==> config.mk <==
export PLATFORM = sky130hd
export DESIGN_NAME = div_iter
export DESIGN_NICKNAME = d
export VERILOG_FILES = /design/src/rtl/div_iter.sv
export SDC_FILE = /design/constraint.sdc
export NUM_CORES = 1
export LEC_CHECK = 0
export CORE_MARGIN = 5
export CORE_UTILIZATION = 45
export DETAILED_ROUTE_END_ITERATION = 10
export HOLD_SLACK_MARGIN = 0.03
export PLACE_DENSITY = 0.66
export SLEW_MARGIN = 20
export SYNTH_ARGS = -nofsm -noshare
export SYNTH_HDL_FRONTEND = slang
export SYNTH_SLANG_ARGS = --single-unit
==> constraint.sdc <==
create_clock -name clk -period 8 [get_ports clk]
set_clock_uncertainty 0.15 [all_clocks]
set_input_delay 2.4 -clock clk [delete_from_list [all_inputs] [get_ports clk]]
set_output_delay 2.4 -clock clk [all_outputs]
set_load 0.05 [all_outputs]
==> src/rtl/div_iter.sv <==
// Iterative radix-2 restoring divider (DIV/DIVU) with HI/LO results.
// Define DIV_ZERO_FAST_EN to short-circuit divide-by-zero straight to DONE.
module div_iter #(
  parameter int WIDTH = 32
) (
  input  logic             clk,
  input  logic             rst,
  input  logic             start,
  input  logic             signed_div,
  input  logic [WIDTH-1:0] a,
  input  logic [WIDTH-1:0] b,
  input  logic             cancel,
  output logic             stall,
  output logic             ready,
  output logic [WIDTH-1:0] result_lo,
  output logic [WIDTH-1:0] result_hi
);

  localparam int CW = $clog2(WIDTH);

  typedef enum logic [1:0] {
    IDLE = 2'd0,
    BUSY = 2'd1,
    DONE = 2'd2
  } state_t;

  state_t           state;
  logic [WIDTH-1:0] rem;
  logic [WIDTH-1:0] quo;
  logic [WIDTH-1:0] dvs;
  logic             qneg;
  logic             rneg;
  logic [CW-1:0]    cnt;

  logic [WIDTH:0]   rem_sh;
  logic [WIDTH:0]   diff;
  logic [WIDTH-1:0] a_abs;
  logic [WIDTH-1:0] b_abs;

  assign rem_sh = {rem, quo[WIDTH-1]};
  assign diff   = rem_sh - {1'b0, dvs};

  assign a_abs = (signed_div && a[WIDTH-1]) ? -a : a;
  assign b_abs = (signed_div && b[WIDTH-1]) ? -b : b;

  assign stall = ((state == IDLE) && start && !cancel)
               || (state != IDLE);

  always_ff @(posedge clk or negedge rst) begin
    if (!rst) begin
      state     <= IDLE;
      rem       <= '0;
      quo       <= '0;
      dvs       <= '0;
      qneg      <= 1'b0;
      rneg      <= 1'b0;
      cnt       <= '0;
      ready     <= 1'b0;
      result_lo <= '0;
      result_hi <= '0;
    end else begin
      ready <= 1'b0;
      if (cancel) begin
        state <= IDLE;
        cnt   <= '0;
      end else begin
        unique case (state)
          IDLE: begin
            if (start) begin
              dvs   <= b_abs;
              quo   <= a_abs;
              rem   <= '0;
              qneg  <= signed_div & (a[WIDTH-1] ^ b[WIDTH-1]);
              rneg  <= signed_div & a[WIDTH-1];
              cnt   <= '0;
              state <= BUSY;
`ifdef DIV_ZERO_FAST_EN
              // cnt=1 holds DONE one extra cycle so ready lands at edge 2
              if (b == '0) begin
                quo   <= '1;
                rem   <= a;
                qneg  <= 1'b0;
                rneg  <= 1'b0;
                cnt   <= CW'(1);
                state <= DONE;
              end
`endif
            end
          end
          BUSY: begin
            if (diff[WIDTH]) begin
              rem <= rem_sh[WIDTH-1:0];
              quo <= {quo[WIDTH-2:0], 1'b0};
            end else begin
              rem <= diff[WIDTH-1:0];
              quo <= {quo[WIDTH-2:0], 1'b1};
            end
            cnt <= cnt + 1'b1;
            if (cnt == CW'(WIDTH - 1)) begin
              cnt   <= '0;
              state <= DONE;
            end
          end
          DONE: begin
            if (cnt != '0) begin
              cnt <= '0;
            end else begin
              result_lo <= qneg ? -quo : quo;
              result_hi <= rneg ? -rem : rem;
              ready     <= 1'b1;
              state     <= IDLE;
            end
          end
          default: state <= IDLE;
        endcase
      end
    end
  end

endmodule

==> flow_metrics.tcl, run 1 <==
set metrics [dict create \
    synth_area_leaders "dfrtp_1, o21ai_1, nand2_1, xor2_1, xnor2_1" \
    ctsHoldBuffers 0 \
    antenna_cells 0 \
    synth_commonest_cells "nand2_1, o21ai_1, dfrtp_1" \
    power.density_mw_per_mm2 488 \
    cpPeakStageDelay_ps 840 \
    drt_iter0_drc 569 \
    final_layout_size_suffix_gt1_share_pct 4.01 \
    io_pins 135 \
    cts.sinks 170 \
    ys.warnings.count 0 \
    die_y_um 168 \
    drtPass1Iterations 5 \
    rows 58 \
    p_seq_share_pct 25.4 \
    cts_setup_buffers 0 \
    final_max_slew_viol_count 0 \
    antenna_found_initial 0 \
    arrival_ps 4340 \
    vias_per_cell 5.35 \
    grt_overflow_total 0 \
    tns_ps 0 \
    place_ws_ps 1160 \
    final_antenna_net_count 0 \
    htreeDepth 4 \
    period_share_pct 86.1 \
    combPwrFrac_pct 61.9 \
    gp_congestion 0.893 \
    synthArstFlopShare_pct 100 \
    p_int_w 0.00333 \
    grt_pass1_vias 9097 \
    yosysTopAreaCellShare_pct 37.8 \
    grt_pass1_wl_um 45400 \
    cts_buffers 17 \
    netlist_area_sq_mm 0.0113 \
    worstSetupPathType "in2out" \
    clk_latency_ps 430 \
    grt_max_degree 97 \
    wl_per_cell_um 15.3 \
    ys_seq_elements 170 \
    rsz0062_at_grt "no" \
    start_kind "input pin" \
    tightest_slew_ps 997 \
    path_clk_slew_ps 70 \
    vias 9641 \
    syn_avg_cell_area_sq_um 8.24 \
    hold_viol 0 \
    detailed_place_hpwl_um 20800 \
    cts_root_buffer "clkbuf_16" \
    ys_types 66 \
    ctsResizeCount 0 \
    synth-seq-area-share_pct 37.8 \
    fin_crit_ps 6890 \
    cp-end-kind "output port" \
    p_sw_w 0.00323 \
    status "finished clean" \
    fin_hold_ws_ps 333 \
    cp_max_fo 10 \
    route.detailed.drc 0 \
    max_freq_mhz 145 \
    area_growth_syn_to_layout_pct 19.1 \
    syn-instance-count 1367 \
    synth_flop_cell "dfrtp_1" \
    track_usage_pct 19.3 \
    synth_edf_count 0 \
    finalSetupViolCount 0 \
    peakVddDrop_mv 0.208 \
    clockPowerShare_pct 12.7 \
    cp_top_family "buffers and inverters" \
    crit_chain "clkdlybuf4s50_1 -> nor2b_1 -> nand2_2 -> nand2_1 -> clkdlybuf4s50_1" \
    cp_num_buf_inv 2 \
    drv_cap 0 \
    synth_nets 1480 \
    cts_tree "yes" \
    initial_core_util_pct 45.3 \
    die_area_sq_mm 0.0283 \
    crit_top_cell "clkdlybuf4s50_1" \
    cpMaxStageDelayCell "clkdlybuf4s50_1" \
    relSlewSlack_pct 33.4 \
    cts.path.max_buffers 2 \
    swShare_pct 49.3 \
    design.core.area_sq_mm 0.0249 \
    die_w_um 168 \
    io_buffer_count 134 \
    p_leak_nw 5.75 \
    required_ps 5450 \
    hold_path_class "reg2reg" \
    fin_ws_ps 1110 \
    yosysMostFrequentCell "nand2_1" \
    routed_wl_um 27500 \
    synth_top_area_cell "dfrtp_1" \
    nets 1572 \
]
==> placed cells by master (no fill, tap or decap), drive strengths merged, types with 7 or more instances in the layout <==
master | netlist | routed
nor2b | 7 | 7
nor2 | 73 | 73
nand3 | 9 | 9
or3 | 16 | 16
xnor2 | 71 | 71
o41ai | 13 | 13
clkbuf | 59 | 17
a21oi | 99 | 99
clkdlybuf4s50 | 0 | 133
and3 | 8 | 8
a21o | 14 | 14
dfrtp | 170 | 170
nand2b | 12 | 12
nand2 | 228 | 228
or2 | 10 | 10
buf | 10 | 9
a31oi | 9 | 9
or4 | 17 | 17
nor3 | 19 | 19
xor2 | 74 | 74
o21ai | 216 | 216
o31ai | 25 | 25
clkinvlp | 0 | 7
ha | 43 | 43
inv | 61 | 66
mux2i | 27 | 27
==> power by group through the flow <==
| stage | sequential [W] | clock (W) | combinational, W |
|---|---|---|---|
| finish | 0.00167 | 0.000831 | 0.00406 |
| global route | 0.00173 | 0.000887 | 0.00448 |
| CTS | 0.00166 | 0.000850 | 0.00406 |
| detailed placement | 0.00168 | 0 | 0.00404 |
| global placement | 0.00166 | 0 | 0.00400 |
| floorplan | 0.00199 | 0 | 0.00272 |
==> state kept, by name, summed over array words and instances, names as in the netlist <==
register and count:
cnt 5, dvs 32, qneg 1, quo 32, ready 1, rem 32, result_hi 32, result_lo 32
rneg 1, state 2
==> stage by stage <==
stage	area (sq um)	total power, W	cells	util [%]
finish	13400	0.00656	1802	53.9
global route	13400	0.00710	1802	53.9
CTS	13400	0.00658	1802	53.9
detailed placement	12800	0.00572	1770	51.5
global placement	12800	0.00566	1770	51.5
floorplan	11300	0.00471	1367	-
==> worst reg2reg max path, stage by stage, from the launching register on <==
cell,delay (ps)
dfrtp_1,470
ha_1,390
a21o_1,200
or3_1,350
o221a_2,310
a21oi_1,450
o22a_1,230
a21oi_1,160
nor2_4,810
nand2_1,140
a32o_1,290
==> area by class of cell <==
| type | instances | area [sq um] |
|---|---|---|
| sequential | 170 | 4250 |
| multi-input combinational | 1067 | 6530 |
| tap | 330 | 413 |
| timing repair buffer | 142 | 1410 |
| clock buffer | 17 | 425 |
| inverter | 61 | 229 |
| fill | 2359 | 11500 |
| clock inverter | 15 | 165 |
==> layer usage <==
metal,track usage (%),up-vias,wire [um]
li1,-,4968,-
met1,27.4,4395,13400
met2,30.7,237,12400
met3,2.84,41,1210
met4,5.72,0,484
met5,0,-,0
==> path summary, 6_finish.rpt <==
check	slack [ps]	depth (start not counted)	start	to
setup reg to reg	3940	10	rem[4]	rem[1]
max in group asynchronous	4930	2	rst	dvs[26]
hold / removal	330	2	result_lo[12]	result_lo[12]
min in group asynchronous	1720	1	rst	result_lo[27]
setup / recovery	1110	5	cancel	stall
hold reg to reg	330	2	result_lo[12]	result_lo[12]
==> cell families (layout without fill, tap and decap cells) <==
kind of cell / Yosys count / count (layout) / share of synthesized area [%]
buffers and inverters: 130 / 235 / 4.36
DFF: 170 / 170 / 37.8
muxes: 27 / 27 / 2.40
and+or+nand+nor: 430 / 430 / 17.7
AOI/OAI and AO/OA: 421 / 421 / 21.6
adders and majority gates: 44 / 44 / 4.95
xor gates and xnor gates: 145 / 145 / 11.3
Power figures use the tool's default switching activity.
==> run 2, diff against run 1 <==
--- a/config.mk
+++ b/config.mk
@@ -8,6 +8,7 @@
 export CORE_MARGIN = 5
 export CORE_UTILIZATION = 45
 export DETAILED_ROUTE_END_ITERATION = 10
+export GPL_TIMING_DRIVEN = 0
 export HOLD_SLACK_MARGIN = 0.03
 export PLACE_DENSITY = 0.66
 export SLEW_MARGIN = 20
==> run 2 against run 1 <==
Flip-flop and latch count unchanged. Sequential power about the same. Combinational power grew 4%. Via count grew 5.7%. Worst hold slack got worse by 2.2 ps. Global-route usage is 2.6 points higher. Wire length rose by 14%. Die area did not move. Fmax shrank 2.3%. First-iteration DRC count grew 22%. Clock-buffer cell count is 2 higher. Largest power group unchanged.
==> flow_metrics.tcl, run 2 (synthesized netlist as in run 1, its figures left out) <==
set metrics [dict create \
    max_freq_mhz 142 \
    track_usage_pct 21.9 \
    vias_per_cell 5.46 \
    swShare_pct 50.0 \
    p_leak_nw 5.82 \
    cts.sinks 170 \
    crit_chain "clkdlybuf4s50_1 -> nand2_1 -> clkbuf_1 -> nand2_1 -> clkdlybuf4s50_1" \
    p_int_w 0.00335 \
    rsz0062_at_grt "no" \
    final_layout_size_suffix_gt1_share_pct 3.26 \
    instances_no_fill 1867 \
    initial_core_util_pct 45.3 \
    finalSetupViolCount 0 \
    die_y_um 168 \
    rrSetupSlack_ps 4070 \
    die_area_sq_mm 0.0283 \
    grt_pass1_wl_um 50500 \
    place_inst 1831 \
    cts_root_buffer "clkbuf_16" \
    cts_tree "yes" \
    final_common_cell "nand2_1" \
    grt_overflow_total 0 \
    nets 1633 \
    arrival_ps 4500 \
    whs_path_depth 2 \
    reg2reg_to "rem[18]" \
    rows 58 \
    io_buffer_count 133 \
    tightest_slew_ps 1140 \
    final_antenna_net_count 0 \
    status "finished clean" \
    layout_common_cells "nand2_1, o21ai_1, dfrtp_1, clkdlybuf4s50_1, a21oi_1" \
    r2r_cells 14 \
    detailed_place_hpwl_um 24700 \
    hold_viol 0 \
    path_clk_slew_ps 70 \
    peakVddDrop_mv 0.205 \
    min_to "result_lo[13]" \
    required_ps 5450 \
    design.core.area_sq_mm 0.0249 \
    worstHoldStart "result_lo[13]" \
    timing.rr.start "quo[31]" \
    drtPass1Iterations 5 \
    area_growth_syn_to_layout_pct 21.0 \
    fin_hold_ws_ps 331 \
    combPwrFrac_pct 62.8 \
    cts_setup_buffers 0 \
    vias 10195 \
    period_share_pct 88.1 \
    antenna_found_initial 0 \
    die_w_um 168 \
    cp-end-kind "output port" \
    ctsHoldBuffers 0 \
    drt_iter0_drc 697 \
    route.detailed.drc 0 \
    worstSetupPathType "in2out" \
    clockPowerShare_pct 12.4 \
    relSlewSlack_pct 22.1 \
    final_max_slew_viol_count 0 \
    grt_max_degree 89 \
    fin_crit_ps 7050 \
    place_ws_ps 980 \
    drv_cap 0 \
    start_kind "input pin" \
    wl_per_cell_um 16.8 \
    clk_latency_ps 430 \
    cp_max_fo 10 \
    routed_wl_um 31300 \
    cts.path.max_buffers 2 \
    fin_ws_ps 952 \
    cpPeakStageDelay_ps 810 \
    power.density_mw_per_mm2 492 \
    io_pins 135 \
    p_sw_w 0.00336 \
    hold_path_class "reg2reg" \
    htreeDepth 4 \
    p_seq_share_pct 24.8 \
    cts_buffers 17 \
    grt_pass1_vias 9828 \
    cpMaxStageDelayCell "clkdlybuf4s50_1" \
    gp_congestion 0.907 \
    ctsResizeCount 0 \
]
## run 2: worst max path at each step
stage,from,cells after the start,endpoint
floorplan,cancel,5,stall
global placement,rst,1,dvs[29]
detailed placement,start,5,stall
CTS,start,5,stall
global route,cancel,6,stall
finish,start,5,stall
## run 2: per-layer routing
layer	up-vias	global-route usage, %	wire length (um)
met4	0	6.70	599
met5	-	0	0
met2	255	37.1	14700
li1	5090	-	-
met1	4803	29.1	14600
met3	47	3.24	1410
## run 2: area by class of cell
class	count	area, sq um
antenna	4	10.0
buffer	69	263
clock buffer	19	443
clock inverter	13	141
fill	2383	11300
inverter	61	229
multi-input combinational	1067	6520
sequential	170	4250
tap	330	413
timing repair buffer	134	1360
## run 2: power by group through the flow
stage | Combinational [W] | Sequential [W] | Clock (W)
finish | 0.00421 | 0.00166 | 0.000835
global route | 0.00463 | 0.00171 | 0.000884
CTS | 0.00420 | 0.00165 | 0.000847
detailed placement | 0.00418 | 0.00167 | 0
global placement | 0.00414 | 0.00165 | 0
floorplan | 0.00272 | 0.00199 | 0
## run 2: critical path: cells and delay by family
kind / cells / cell delay (ps)
AND/OR/NAND/NOR: 2 / 430
buffers and inverters: 3 / 1660
## run 2: through the flow
step	cell area, sq um	power (W)	utilization [%]	setup TNS [ps]
after CTS	13600	0.00670	54.8	0
after floorplan	11300	0.00471	-	0
after global placement	13000	0.00579	52.3	-448160
after detailed placement	13000	0.00585	52.4	0
final	13600	0.00671	54.8	0
after global routing	13600	0.00723	54.8	0
==> run 3, diff against run 2 <==
--- a/config.mk
+++ b/config.mk
@@ -5,12 +5,13 @@
 export SDC_FILE = /design/constraint.sdc
 export NUM_CORES = 1
 export LEC_CHECK = 0
+export ABC_AREA = 1
 export CORE_MARGIN = 5
 export CORE_UTILIZATION = 45
 export DETAILED_ROUTE_END_ITERATION = 10
 export GPL_TIMING_DRIVEN = 0
 export HOLD_SLACK_MARGIN = 0.03
-export PLACE_DENSITY = 0.66
+export PLACE_DENSITY = 0.64
 export SLEW_MARGIN = 20
 export SYNTH_ARGS = -nofsm -noshare
 export SYNTH_HDL_FRONTEND = slang
==> run 3 against run 2 <==
Global-route usage grew 5.3 points. Core utilization shrank 1.1 points. Clock power shrank 2.5%. Final cell count grew 42%. Worst hold slack lost 4.3 ps. Non-clock buffer count shrank 9. Die area grew 18%. Wire length grew 47%. Area after synthesis grew 20%. Flip-flop and latch count is the same. Via count grew 38%. Sequential power shrank 16%. Highest routed layer unchanged.
==> flow_metrics.tcl, run 3 <==
set metrics [dict create \
    vias_per_cell 5.29 \
    cts_buffers 17 \
    ys_types 49 \
    fin_ws_ps 658 \
    r2r_cells 9 \
    finalSetupViolCount 0 \
    period_share_pct 91.8 \
    ys_seq_elements 170 \
    cts_root_buffer "clkbuf_16" \
    synth-seq-area-share_pct 31.6 \
    timing.rr.start "cnt[0]" \
    cts.path.max_buffers 2 \
    die_area_sq_mm 0.0335 \
    rows 63 \
    worstHoldStart "result_lo[25]" \
    max_freq_mhz 136 \
    synth_nets 2205 \
    synth_edf_count 0 \
    design.core.area_sq_mm 0.0296 \
    worstSetupPathType "in2out" \
    min_to "result_lo[25]" \
    rrSetupSlack_ps 5110 \
    final_layout_size_suffix_gt1_share_pct 5.93 \
    path_clk_slew_ps 70 \
    synth_flop_cell "dfrtp_1" \
    place_ws_ps 606 \
    start_kind "input pin" \
    io_pins 135 \
    ctsResizeCount 0 \
    final_max_slew_viol_count 0 \
    gp_congestion 0.990 \
    detailed_place_hpwl_um 37700 \
    final_antenna_net_count 0 \
    grt_max_degree 88 \
    fin_crit_ps 7340 \
    reg2reg_to "result_hi[27]" \
    hold_viol 0 \
    synth_top_area_cell "dfrtp_1" \
    syn-instance-count 2092 \
    cts.sinks 170 \
    io_buffer_count 134 \
    cp_max_fo 10 \
    initial_core_util_pct 45.5 \
    grt_overflow_total 0 \
    final_area_sq_mm 0.0159 \
    routed_wl_um 46000 \
    clk_latency_ps 440 \
    ys.warnings.count 0 \
    cp-end-kind "output port" \
    synth_area_leaders "dfrtp_1, nand2_1, inv_1, nand3_1, o21ai_0" \
    rsz0062_at_grt "no" \
    arrival_ps 4790 \
    wl_per_cell_um 17.3 \
    vias 14022 \
    p_leak_nw 8.31 \
    die_w_um 183 \
    yosysMostFrequentCell "nand2_1" \
    yosysTopAreaCellShare_pct 31.6 \
    die_y_um 183 \
    grt_pass1_vias 13534 \
    n_fill_cell 3113 \
    ctsHoldBuffers 0 \
    cts_setup_buffers 0 \
    nets 2359 \
    drtPass1Iterations 6 \
    peakVddDrop_mv 0.147 \
    synth_commonest_cells "nand2_1, inv_1, nand3_1" \
    status "finished clean" \
    whs_path_depth 2 \
    grt_pass1_wl_um 72400 \
    placed_area_sq_mm 0.0153 \
    power.density_mw_per_mm2 317 \
    syn_avg_cell_area_sq_um 6.44 \
    cts_tree "yes" \
    relSlewSlack_pct 39.6 \
    route.detailed.drc 0 \
    netlist_area_sq_mm 0.0135 \
    area_growth_syn_to_layout_pct 18.0 \
    antenna_found_initial 0 \
    drt_iter0_drc 1223 \
    htreeDepth 4 \
    required_ps 5450 \
    track_usage_pct 27.2 \
    hold_path_class "reg2reg" \
    layout_common_cells "nand2_1, inv_1, nand3_1, nor2_1, dfrtp_1" \
    antenna_cells 0 \
    synthArstFlopShare_pct 100 \
    tightest_slew_ps 899 \
    drv_cap 0 \
    final_common_cell "nand2_1" \
]
==> run 3: worst max-delay path, cell delays in order <==
cell and delay [ps]:
clkdlybuf4s50_1 490, nor2_2 220, inv_2 70, nor2_4 210, inv_2 140, clkbuf_1 290
nand2_1 150, clkdlybuf4s50_1 810
==> run 3: area by class of cell <==
type / count / area (sq um) / share of cell area (%)
Clock buffer: 18 / 429 / 2.70
Tap cell: 390 / 488 / 3.07
Buffer: 59 / 297 / 1.86
Sequential cell: 170 / 4250 / 26.7
Multi-Input combinational cell: 1558 / 7780 / 48.9
Timing Repair Buffer: 135 / 1370 / 8.64
Clock inverter: 14 / 138 / 0.865
Inverter: 305 / 1140 / 7.20
==> run 3: cell families after synthesis <==
family	after synthesis	synth area share (%)
simple gates	1170	37.9
buf+inv	364	10.7
compound gates	279	11.4
flops	170	31.6
xor+xnor	65	4.22
fa+ha+maj	44	4.14
==> run 3: worst max path at each step <==
stage	from	endpoint	slack, ps	cells past startpoint
6_report	cancel	stall	660	8
5_1_grt	cancel	stall	480	8
4_1_cts	cancel	stall	600	8
3_5_place_dp	cancel	stall	610	8
3_3_place_gp	rst	rem[29]	-2930	1
2_1_floorplan	cancel	stall	2060	6
==> run 3: per-stage QoR <==
step                      hold slack [ps]  util [%]  power (W)  std cells  TNS (ps)
after floorplan                       299         -    0.00324       2092         0
after CTS                             334      53.7    0.00503       2649         0
after global routing                  350      53.7    0.00537       2649         0
after global placement                314      51.6    0.00418       2616   -495560
final                                 326      53.7    0.00503       2649         0
after detailed placement              316      51.8    0.00421       2617         0
==> run 3: routing by layer <==
metal / up-vias / wire, um / GRT usage [%]
met2: 438 / 21800 / 47.2
met5: - / 0 / 0
met3: 67 / 2350 / 2.74
met1: 6554 / 20400 / 35.9
met4: 0 / 1400 / 8.79
li1: 6963 / - / -
==> run 3: power breakdown <==
part | total, W | internal, W | switching [W]
logic | 0.00283 | 0.000854 | 0.00198
registers | 0.00139 | 0.00117 | 0.000225
clock network | 0.000814 | 0.000436 | 0.000378
